`config.mk`:
```
export PLATFORM = sky130hd
export DESIGN_NAME = ghist_ctrl
export DESIGN_NICKNAME = d
export VERILOG_FILES = /design/src/rtl/ghist_ctrl.sv
export SDC_FILE = /design/constraint.sdc
export NUM_CORES = 1
export LEC_CHECK = 0
export ABC_AREA = 1
export CAP_MARGIN = 10
export CORE_AREA = 2 2 159 161
export CTS_BUF_LIST = sky130_fd_sc_hd__clkbuf_8
export CTS_CLUSTER_DIAMETER = 30
export DETAILED_ROUTE_END_ITERATION = 10
export DIE_AREA = 0 0 161 163
export HOLD_SLACK_MARGIN = 0.15
export MAX_ROUTING_LAYER = met4
export SLEW_MARGIN = 20
export SYNTH_ARGS = -nofsm -noshare
export SYNTH_HDL_FRONTEND = slang
export SYNTH_SLANG_ARGS = --single-unit
```
`constraint.sdc`:
```
create_clock -name clock -period 3.2 [get_ports clock]
set_clock_uncertainty 0.15 [all_clocks]
set_input_delay 0.64 -clock clock [delete_from_list [all_inputs] [get_ports clock]]
set_output_delay 0.64 -clock clock [all_outputs]
set_load 0.01 [all_outputs]
```
`src/rtl/ghist_ctrl.sv`:
```
// Access controller for the 40x72 global-history RAM: post-reset/flush clear sweep,
// repair/update write arbitration with starvation guard, and a 1-cycle read path with forwarding.
module ghist_ctrl #(
    parameter int DEPTH      = 40,
    parameter int AW         = 6,
    parameter int DW         = 72,
    parameter int STARVE_MAX = 4
) (
    input  logic          clock,
    input  logic          reset_n,
    input  logic          flush_req,
    output logic          init_done,
    input  logic          rd_valid,
    output logic          rd_ready,
    input  logic [AW-1:0] rd_addr,
    output logic          rd_resp_valid,
    output logic [DW-1:0] rd_resp_data,
    input  logic          rep_valid,
    output logic          rep_ready,
    input  logic [AW-1:0] rep_addr,
    input  logic [DW-1:0] rep_data,
    input  logic          upd_valid,
    output logic          upd_ready,
    input  logic [AW-1:0] upd_addr,
    input  logic [DW-1:0] upd_data,
    output logic          addr_err,
    output logic          mem_R0_en,
    output logic [AW-1:0] mem_R0_addr,
    input  logic [DW-1:0] mem_R0_data,
    output logic          mem_W0_en,
    output logic [AW-1:0] mem_W0_addr,
    output logic [DW-1:0] mem_W0_data
);

    localparam int SW = $clog2(STARVE_MAX + 1);
    localparam logic [AW-1:0] DEPTH_A  = AW'(DEPTH);
    localparam logic [AW-1:0] LAST_ROW = AW'(DEPTH - 1);
    localparam logic [SW-1:0] STARVE_A = SW'(STARVE_MAX);

    typedef enum logic {CLEAR, RUN} state_t;

    state_t        state_q, state_d;
    logic [AW-1:0] cnt_q, cnt_d;
    logic [SW-1:0] starve_q, starve_d;
    logic          rsp_valid_q, rsp_oor_q, rsp_bypass_q, addr_err_q;
    logic [DW-1:0] rsp_data_q;

    logic accept_en, rd_acc, rd_oor, rep_oor, upd_oor;
    logic rep_gnt, upd_gnt, wr_gnt, upd_force, bypass, err_d;

    // Requests are only accepted in RUN, never in the flush cycle, never while reset is held.
    assign accept_en = (state_q == RUN) && !flush_req && reset_n;
    assign rd_oor    = rd_addr  >= DEPTH_A;
    assign rep_oor   = rep_addr >= DEPTH_A;
    assign upd_oor   = upd_addr >= DEPTH_A;

    // Out-of-range writes are accepted and dropped without taking the write port.
    assign upd_force = upd_valid && !upd_oor && (starve_q >= STARVE_A);
    assign rep_gnt   = accept_en && rep_valid && !rep_oor && !upd_force;
    assign upd_gnt   = accept_en && upd_valid && !upd_oor && !rep_gnt;
    assign wr_gnt    = rep_gnt || upd_gnt;

    assign rep_ready = rep_gnt || (accept_en && rep_valid && rep_oor);
    assign upd_ready = upd_gnt || (accept_en && upd_valid && upd_oor);
    assign rd_ready  = accept_en;
    assign rd_acc    = accept_en && rd_valid;

    assign init_done   = (state_q == RUN);
    assign mem_R0_en   = rd_acc && !rd_oor;
    assign mem_R0_addr = rd_addr;

    always_comb begin
        mem_W0_en   = 1'b0;
        mem_W0_addr = upd_addr;
        mem_W0_data = upd_data;
        if (state_q == CLEAR) begin
            mem_W0_en   = reset_n;
            mem_W0_addr = cnt_q;
            mem_W0_data = '0;
        end else if (rep_gnt) begin
            mem_W0_en   = 1'b1;
            mem_W0_addr = rep_addr;
            mem_W0_data = rep_data;
        end else if (upd_gnt) begin
            mem_W0_en = 1'b1;
        end
    end

    assign bypass = rd_acc && !rd_oor && wr_gnt && (mem_W0_addr == rd_addr);
    assign err_d  = (rd_acc && rd_oor) || (accept_en && rep_valid && rep_oor)
                  || (accept_en && upd_valid && upd_oor);

    // NOTE: every variable gets a default first so no path leaves a latch behind.
    always_comb begin
        state_d  = state_q;
        cnt_d    = cnt_q;
        starve_d = starve_q;
        case (state_q)
            CLEAR: begin
                cnt_d = cnt_q + 1'b1;
                if (cnt_q == LAST_ROW) begin
                    state_d = RUN;
                    cnt_d   = '0;
                end
            end
            default: begin
                if (flush_req) begin
                    state_d = CLEAR;
                    cnt_d   = '0;
                end
            end
        endcase
        if (!upd_valid || upd_gnt)
            starve_d = '0;
        else if (rep_gnt && starve_q != STARVE_A)
            starve_d = starve_q + 1'b1;
    end

    // NOTE: state uses non-blocking assignments so every register samples pre-edge values.
    always_ff @(posedge clock) begin
        if (!reset_n) begin
            state_q      <= CLEAR;
            cnt_q        <= '0;
            starve_q     <= '0;
            rsp_valid_q  <= 1'b0;
            rsp_oor_q    <= 1'b0;
            rsp_bypass_q <= 1'b0;
            rsp_data_q   <= '0;
            addr_err_q   <= 1'b0;
        end else begin
            state_q      <= state_d;
            cnt_q        <= cnt_d;
            starve_q     <= starve_d;
            rsp_valid_q  <= rd_acc;
            rsp_oor_q    <= rd_oor;
            rsp_bypass_q <= bypass;
            rsp_data_q   <= mem_W0_data;
            addr_err_q   <= err_d;
        end
    end

    assign rd_resp_valid = rsp_valid_q;
    assign addr_err      = addr_err_q;

    always_comb begin
        rd_resp_data = '0;
        if (rsp_valid_q && !rsp_oor_q)
            rd_resp_data = rsp_bypass_q ? rsp_data_q : mem_R0_data;
    end

endmodule
```
==> results of run 1 <==
-- worst min path at each step --
stage	to	slack [ps]	cells past startpoint
finish	starve_q[1]	340	2
global route	starve_q[1]	370	2
CTS	starve_q[1]	340	2
detailed placement	starve_q[1]	330	2
global placement	starve_q[0]	320	2
floorplan	starve_q[0]	310	2
-- cell families (layout without fill, tap and decap cells) --
group	after synthesis	after routing	synth area share
AOI/OAI and AO/OA	87	87	0.0876
xor gates and xnor gates	2	2	0.00344
adders and majority gates	3	3	0.00736
buffers and inverters	107	652	0.0949
DFF	86	86	0.338
and+or+nand+nor	539	539	0.469
-- placed cells by master (no fill, tap or decap), types with 3 or more instances in the layout --
master / n
inv_2: 4
nand2_2: 3
nor4_1: 71
nor3_1: 61
nor2_2: 16
a21oi_1: 77
dlygate4sd2_1: 28
buf_12: 9
buf_16: 4
clkbuf_8: 10
nor3_2: 11
buf_2: 18
clkdlybuf4s50_1: 314
inv_1: 30
dfxtp_1: 85
o21ai_0: 3
nand2_1: 188
dlymetal6s2s_1: 6
nand3_1: 36
ha_1: 3
nor2_4: 8
nor2_1: 137
clkdlybuf4s15_1: 4
clkbuf_2: 31
buf_4: 183
-- repair_timing --
action / 4_1_cts / 5_1_grt
resized for setup: 163 / 124
pin swaps: 5 / 7
gates cloned: 2 / 1
setup buffers: 5 / 4
setup endpoints to repair: 82 / 67
-- synthesized netlist by cell type (all sizes together) --
master    n
inv      36
clkbuf   44
xor2      2
ha        3
o21ai     5
nor2    161
or2       1
nor3     72
nand2   192
nand4     2
a211oi    2
a21oi    77
a32oi     1
nor4     72
o22ai     2
buf      27
nand3    37
nand3b    2
dfxtp    86
-- per-layer routing --
metal  vias to the layer above  part of all wire  global-route usage
li1                       3844                 -                   -
met1                      3536              0.44               0.257
met2                       239              0.50               0.354
met3                        33             0.044              0.0237
met4                         0             0.022              0.0601
met5                         -                 0                   -
-- tightest hold or removal path, stage by stage, from the launching register on --
cell	delay [ps]
dfxtp_1	320
inv_1	70
a211oi_1	60
-- power by group --
part / switching [µW] / internal (µW)
registers: 3.79 / 1070
logic: 160 / 359
clock network: 433 / 380
total: 597 / 1810
-- per-stage QoR --
stage               setup slack [ps]  power [µW]
finish                          45.3        2410
global route                   -24.4        2520
CTS                            -56.5        2450
detailed placement              -398        1610
global placement                -394        1610
floorplan                        576        1210
-- state kept, by name, summed over array words and instances (netlist names) --
register and count:
cnt_q 6, starve_q 3, init_done 1, addr_err 1, rsp_bypass_q 1, rd_resp_valid 1, rsp_oor_q 1, rsp_data_q 72
-- layout make-up --
class / count / area, µm² / area share
timing repair buffer: 601 / 5470 / 0.496
multi-input combinational: 631 / 3070 / 0.278
sequential: 86 / 1720 / 0.156
tap: 330 / 413 / 0.0375
inverter: 36 / 150 / 0.0136
clock buffer: 10 / 138 / 0.0125
clock inverter: 5 / 60.1 / 0.00545
==> flow_summary_export.csv, run 1 <==
group,metric,value,unit
run_status,outcome,"finished, final reports clean",
routing,drtIter0Drc,437,
sta,rsz0062_at_grt,"true",
clock_network,clkTransAtPathRegs,80,ps
global_routing,grt_pass1_wl,41400,µm
clock_network,htree_levels,3,
floorplan,fp.dieH,163,µm
sta,hold_viol,0,
worst_setup_path,endpoint_kind,"primary output",
worst_setup_path,cp_max_fo,37,
clock_network,clock_latency,350,ps
worst_setup_path,arrival,2360,ps
sta,max_freq,0.317,GHz
floorplan,dieArea,26200,µm²
placement,port_buffers,403,
sta,setup_tns,0,ps
hold_path,hp-start,"starve_q[1]",
synthesis,synth_fp_nets,1067,
routing,vias,7652,
synthesis,ys_warn_count,0,
layout,antenna_cells,0,
layout,fin_cells,1699,
global_routing,grt_max_degree,68,
synthesis,yosysTopAreaCellShare,0.338,
global_routing,grt_overflow,0,
layout,fin_area,11000,µm²
clock_network,cts_tree,"built",
clock_network,cts_buffers,9,
sta,setup_viol,0,
floorplan,dieWidth,161,µm
global_routing,antenna_found_initial,0,
worst_setup_path,required,2410,ps
worst_setup_path,rr_worst_depth,9,
synthesis,syn_avg_cell_area,6.19,µm²
worst_setup_path,path_cells,"clkdlybuf4s50_1 > o21ai_2 > nand2_2 > nand2_8 > buf_16 > nor2_1 > nor3_2 > clkdlybuf4s15_1",
clock_network,postCtsHoldBufs,0,
routing,drc,0,
layout,synthToLayoutAreaGrowth,116,%
synthesis,ys_seq_area_frac,0.338,
placement,dpl.hpwl,20200,µm
routing,wl_per_cell,16.3,µm
worst_setup_path,cpPeakStageDelay,470,ps
synthesis,synth_cells,824,
placement,dpl_cell_area,10700,µm²
worst_setup_path,crit_slowest_cell,"clkdlybuf4s50_1",
synthesis,ys_ff_latch,86,
placement,dpl.cell_count,1672,
clock_network,cts-root-buf,"clkbuf_8",
worst_setup_path,worst-path-stages,8,
global_routing,grt_usage,0.206,
synthesis,synth_area_leaders,"dfxtp_1, nand2_1, nor2_1",
worst_setup_path,crit_start,"upd_addr[5]",
pwr,leakage,0.00490,µW
layout,fillCellCount,2577,
sta,report.final.slew_viol_count,0,
pwr,peakVddDrop,150,µV
routing,via_per_inst,4.50,
synthesis,synth_area,5100,µm²
worst_setup_path,reg2reg_to,"rsp_data_q[55]",
hold_path,hold_class,"flip-flop to flip-flop",
placement,gp_congestion,0.917,
sta,tightest_slew,607,ps
routing,dr.pass1.iters,5,
floorplan,io_pins,404,
layout,layout-drive-gt1-share,0.230,
synthesis,synth_cell_types,29,
worst_setup_path,worst-path-buf-inv,3,
sta,fin_crit,3150,ps
worst_setup_path,endpoint,"mem_W0_data[22]",
sta,holdWs,342,ps
floorplan,core_area,24700,µm²
routing,wl,27600,µm
floorplan,start_util,0.207,
worst_setup_path,crit_family,"buffers and inverters",
sta,fin_crit_sh,0.986,
sta,max_slew_margin,0.592,
floorplan,num_rows,58,
clock_network,cts_max_path_buffers,2,
worst_setup_path,r2r_setup_slack,1080,ps
worst_setup_path,path_class,"primary input to primary output",
global_routing,grt_pass1_vias,7521,
routing,antenna_left,0,
worst_setup_path,critPathLaunchType,"primary input",
layout,fin_util,0.447,
synthesis,yosys.area.top_type,"dfxtp_1",
run,cap_violations,0,
pwr,power_density,219,nW/µm²
worst_setup_path,r2r-start,"init_done",
clock_network,cts_sinks,86,
layout,nets,1608,
No activity file was read; power rests on OpenSTA's default activity.
==> run 2, diff against run 1 <==
==> constraint.sdc (replaced) <==
create_clock -name clock -period 3.2 [get_ports clock]
set_clock_uncertainty 0.15 [all_clocks]
set_input_delay 0.48 -clock clock [delete_from_list [all_inputs] [get_ports clock]]
set_output_delay 0.48 -clock clock [all_outputs]
set_load 0.01 [all_outputs]
==> flow_summary_export.csv, run 2 (synthesized netlist as in run 1, its figures left out) <==
group,metric,value,unit
worst_setup_path,cp_max_fo,18,
pwr,clockPowerShare,0.356,
global_routing,grt_max_degree,78,
floorplan,dieArea,26200,µm²
clock_network,clock_latency,360,ps
sta,setup_tns,0,ps
sta,max_slew_margin,0.659,
placement,gp_congestion,0.885,
layout,top_regs,"rsp_data_q x72, cnt_q x6, starve_q x3",
sta,report.final.slew_viol_count,0,
sta,rsz0062_at_grt,"true",
worst_setup_path,path_cells,"clkdlybuf4s50_1 > inv_1 > nor2_2 > nor2_4 > nand2_4 > buf_12 > nand2_1 > nand3_1 > o21ai_1 > inv_1 > clkdlybuf4s50_1",
sta,tightest_slew,510,ps
placement,dpl.cell_count,1602,
placement,port_buffers,403,
floorplan,fp.dieH,163,µm
worst_setup_path,path_class,"primary input to primary output",
worst_setup_path,endpoint_kind,"primary output",
pwr,switching_share,0.250,
floorplan,io_pins,404,
clock_network,cts_tree,"built",
pwr,p_comb_frac,0.197,
layout,layout_commonest_cell,"clkdlybuf4s50_1",
global_routing,grt_usage,0.201,
sta,fin_crit,3040,ps
floorplan,core_area,24700,µm²
worst_setup_path,required,2570,ps
floorplan,start_util,0.207,
hold_path,hold_class,"flip-flop to flip-flop",
routing,antenna_left,0,
clock_network,clkTransAtPathRegs,90,ps
sta,max_freq,0.328,GHz
pwr,seq_power_share,0.447,
clock_network,cts-root-buf,"clkbuf_8",
global_routing,grt_pass1_vias,7105,
sta,fin_crit_sh,0.952,
routing,wl,27200,µm
routing,drc,0,
routing,vias,7336,
worst_setup_path,cpPeakStageDelay,530,ps
run_status,outcome,"finished, final reports clean",
layout,largest_register_ffs,72,
routing,via_per_inst,4.52,
run,cap_violations,0,
routing,drtIter0Drc,426,
global_routing,antenna_found_initial,0,
worst_setup_path,crit_slowest_cell,"clkdlybuf4s50_1",
worst_setup_path,critPathLaunchType,"primary input",
floorplan,dieWidth,161,µm
worst_setup_path,arrival,2410,ps
routing,dr.pass1.iters,5,
layout,largest-register,"rsp_data_q",
pwr,peakVddDrop,134,µV
global_routing,grt_pass1_wl,40200,µm
sta,hold_viol,0,
placement,dpl.hpwl,19600,µm
worst_setup_path,worst-path-buf-inv,5,
pwr,power_density,227,nW/µm²
worst_setup_path,rr_worst_depth,11,
clock_network,htree_levels,3,
clock_network,cts_buffers,9,
floorplan,num_rows,58,
layout,layout-drive-gt1-share,0.116,
clock_network,postCtsHoldBufs,0,
clock_network,cts_max_path_buffers,2,
layout,nets,1532,
worst_setup_path,r2r-start,"init_done",
routing,wl_per_cell,16.8,µm
pwr,p_int,1810,µW
pwr,leakage,0.00525,µW
worst_setup_path,crit_family,"buffers and inverters",
layout,synthToLayoutAreaGrowth,108,%
layout,fin_cells,1624,
worst_setup_path,reg2reg_to,"rsp_bypass_q",
sta,setup_viol,0,
layout,layout_common_cells,"clkdlybuf4s50_1, nand2_1, nor2_1, buf_4, dfxtp_1",
layout,antenna_cells,0,
worst_setup_path,r2r_setup_slack,1190,ps
worst_setup_path,crit_start,"rep_addr[5]",
pwr,p_switching,603,µW
worst_setup_path,endpoint,"mem_W0_addr[2]",
global_routing,grt_overflow,0,
worst_setup_path,worst-path-stages,11,
clock_network,cts_sinks,86,
-- run 2: routing by layer --
metal,vias up,routed length (µm),GRT usage,part of all wire
met4,0,503,0.0528,0.018
met5,-,0,-,0
met1,3410,11900,0.247,0.44
li1,3683,-,-,-
met2,216,13700,0.350,0.50
met3,27,1120,0.0255,0.041
-- run 2: final cells by class --
cell class	instances	area, µm²
clock buffers	11	151
clock inverters	5	58.8
fillers	2534	14100
inverters	36	140
multi-input cells	631	2900
flip-flops and latches	86	1720
well taps	330	413
repair buffers	525	5220
-- run 2: how the worst min path moves through the flow --
| stage | from | endpoint | slack [ps] | cells after the start |
|---|---|---|---|---|
| CTS | starve_q[0] | starve_q[0] | 340 | 2 |
| finish | starve_q[1] | starve_q[1] | 340 | 2 |
| floorplan | starve_q[0] | starve_q[0] | 310 | 2 |
| global route | starve_q[1] | starve_q[1] | 360 | 2 |
| global placement | starve_q[0] | starve_q[0] | 320 | 2 |
| detailed placement | starve_q[1] | starve_q[1] | 330 | 2 |
-- run 2: repair_timing --
action	4_1_cts	5_1_grt
setup endpoints to repair	17	47
pin swaps	0	1
gates cloned	1	2
buffers inserted	0	3
resized for setup	30	48
-- run 2: tightest hold or removal path, cell delays in order, from the launching register on --
cell,delay (ps)
dfxtp_1,320
inv_1,70
a211oi_1,60
-- run 2: power by group through the flow --
| stage | Combinational, µW | Clock (µW) | Sequential (µW) |
|---|---|---|---|
| 6_report | 476 | 858 | 1080 |
| 5_1_grt | 513 | 931 | 1080 |
| 4_1_cts | 476 | 894 | 1080 |
| 3_5_place_dp | 471 | 0 | 1100 |
| 3_3_place_gp | 471 | 0 | 1100 |
| 2_1_floorplan | 106 | 0 | 1100 |
-- run 2: metrics by stage --
stage / hold WS [ps] / cell area (µm²) / worst slack, ps / power (µW) / util
6_report: 340 / 10600 / 155 / 2410 / 0.430
2_1_floorplan: 307 / 5100 / 896 / 1210 / -
3_3_place_gp: 320 / 10200 / -78.4 / 1570 / 0.413
3_5_place_dp: 328 / 10200 / -132 / 1570 / 0.413
5_1_grt: 362 / 10600 / -15.7 / 2520 / 0.430
4_1_cts: 343 / 10400 / 2.45 / 2450 / 0.422
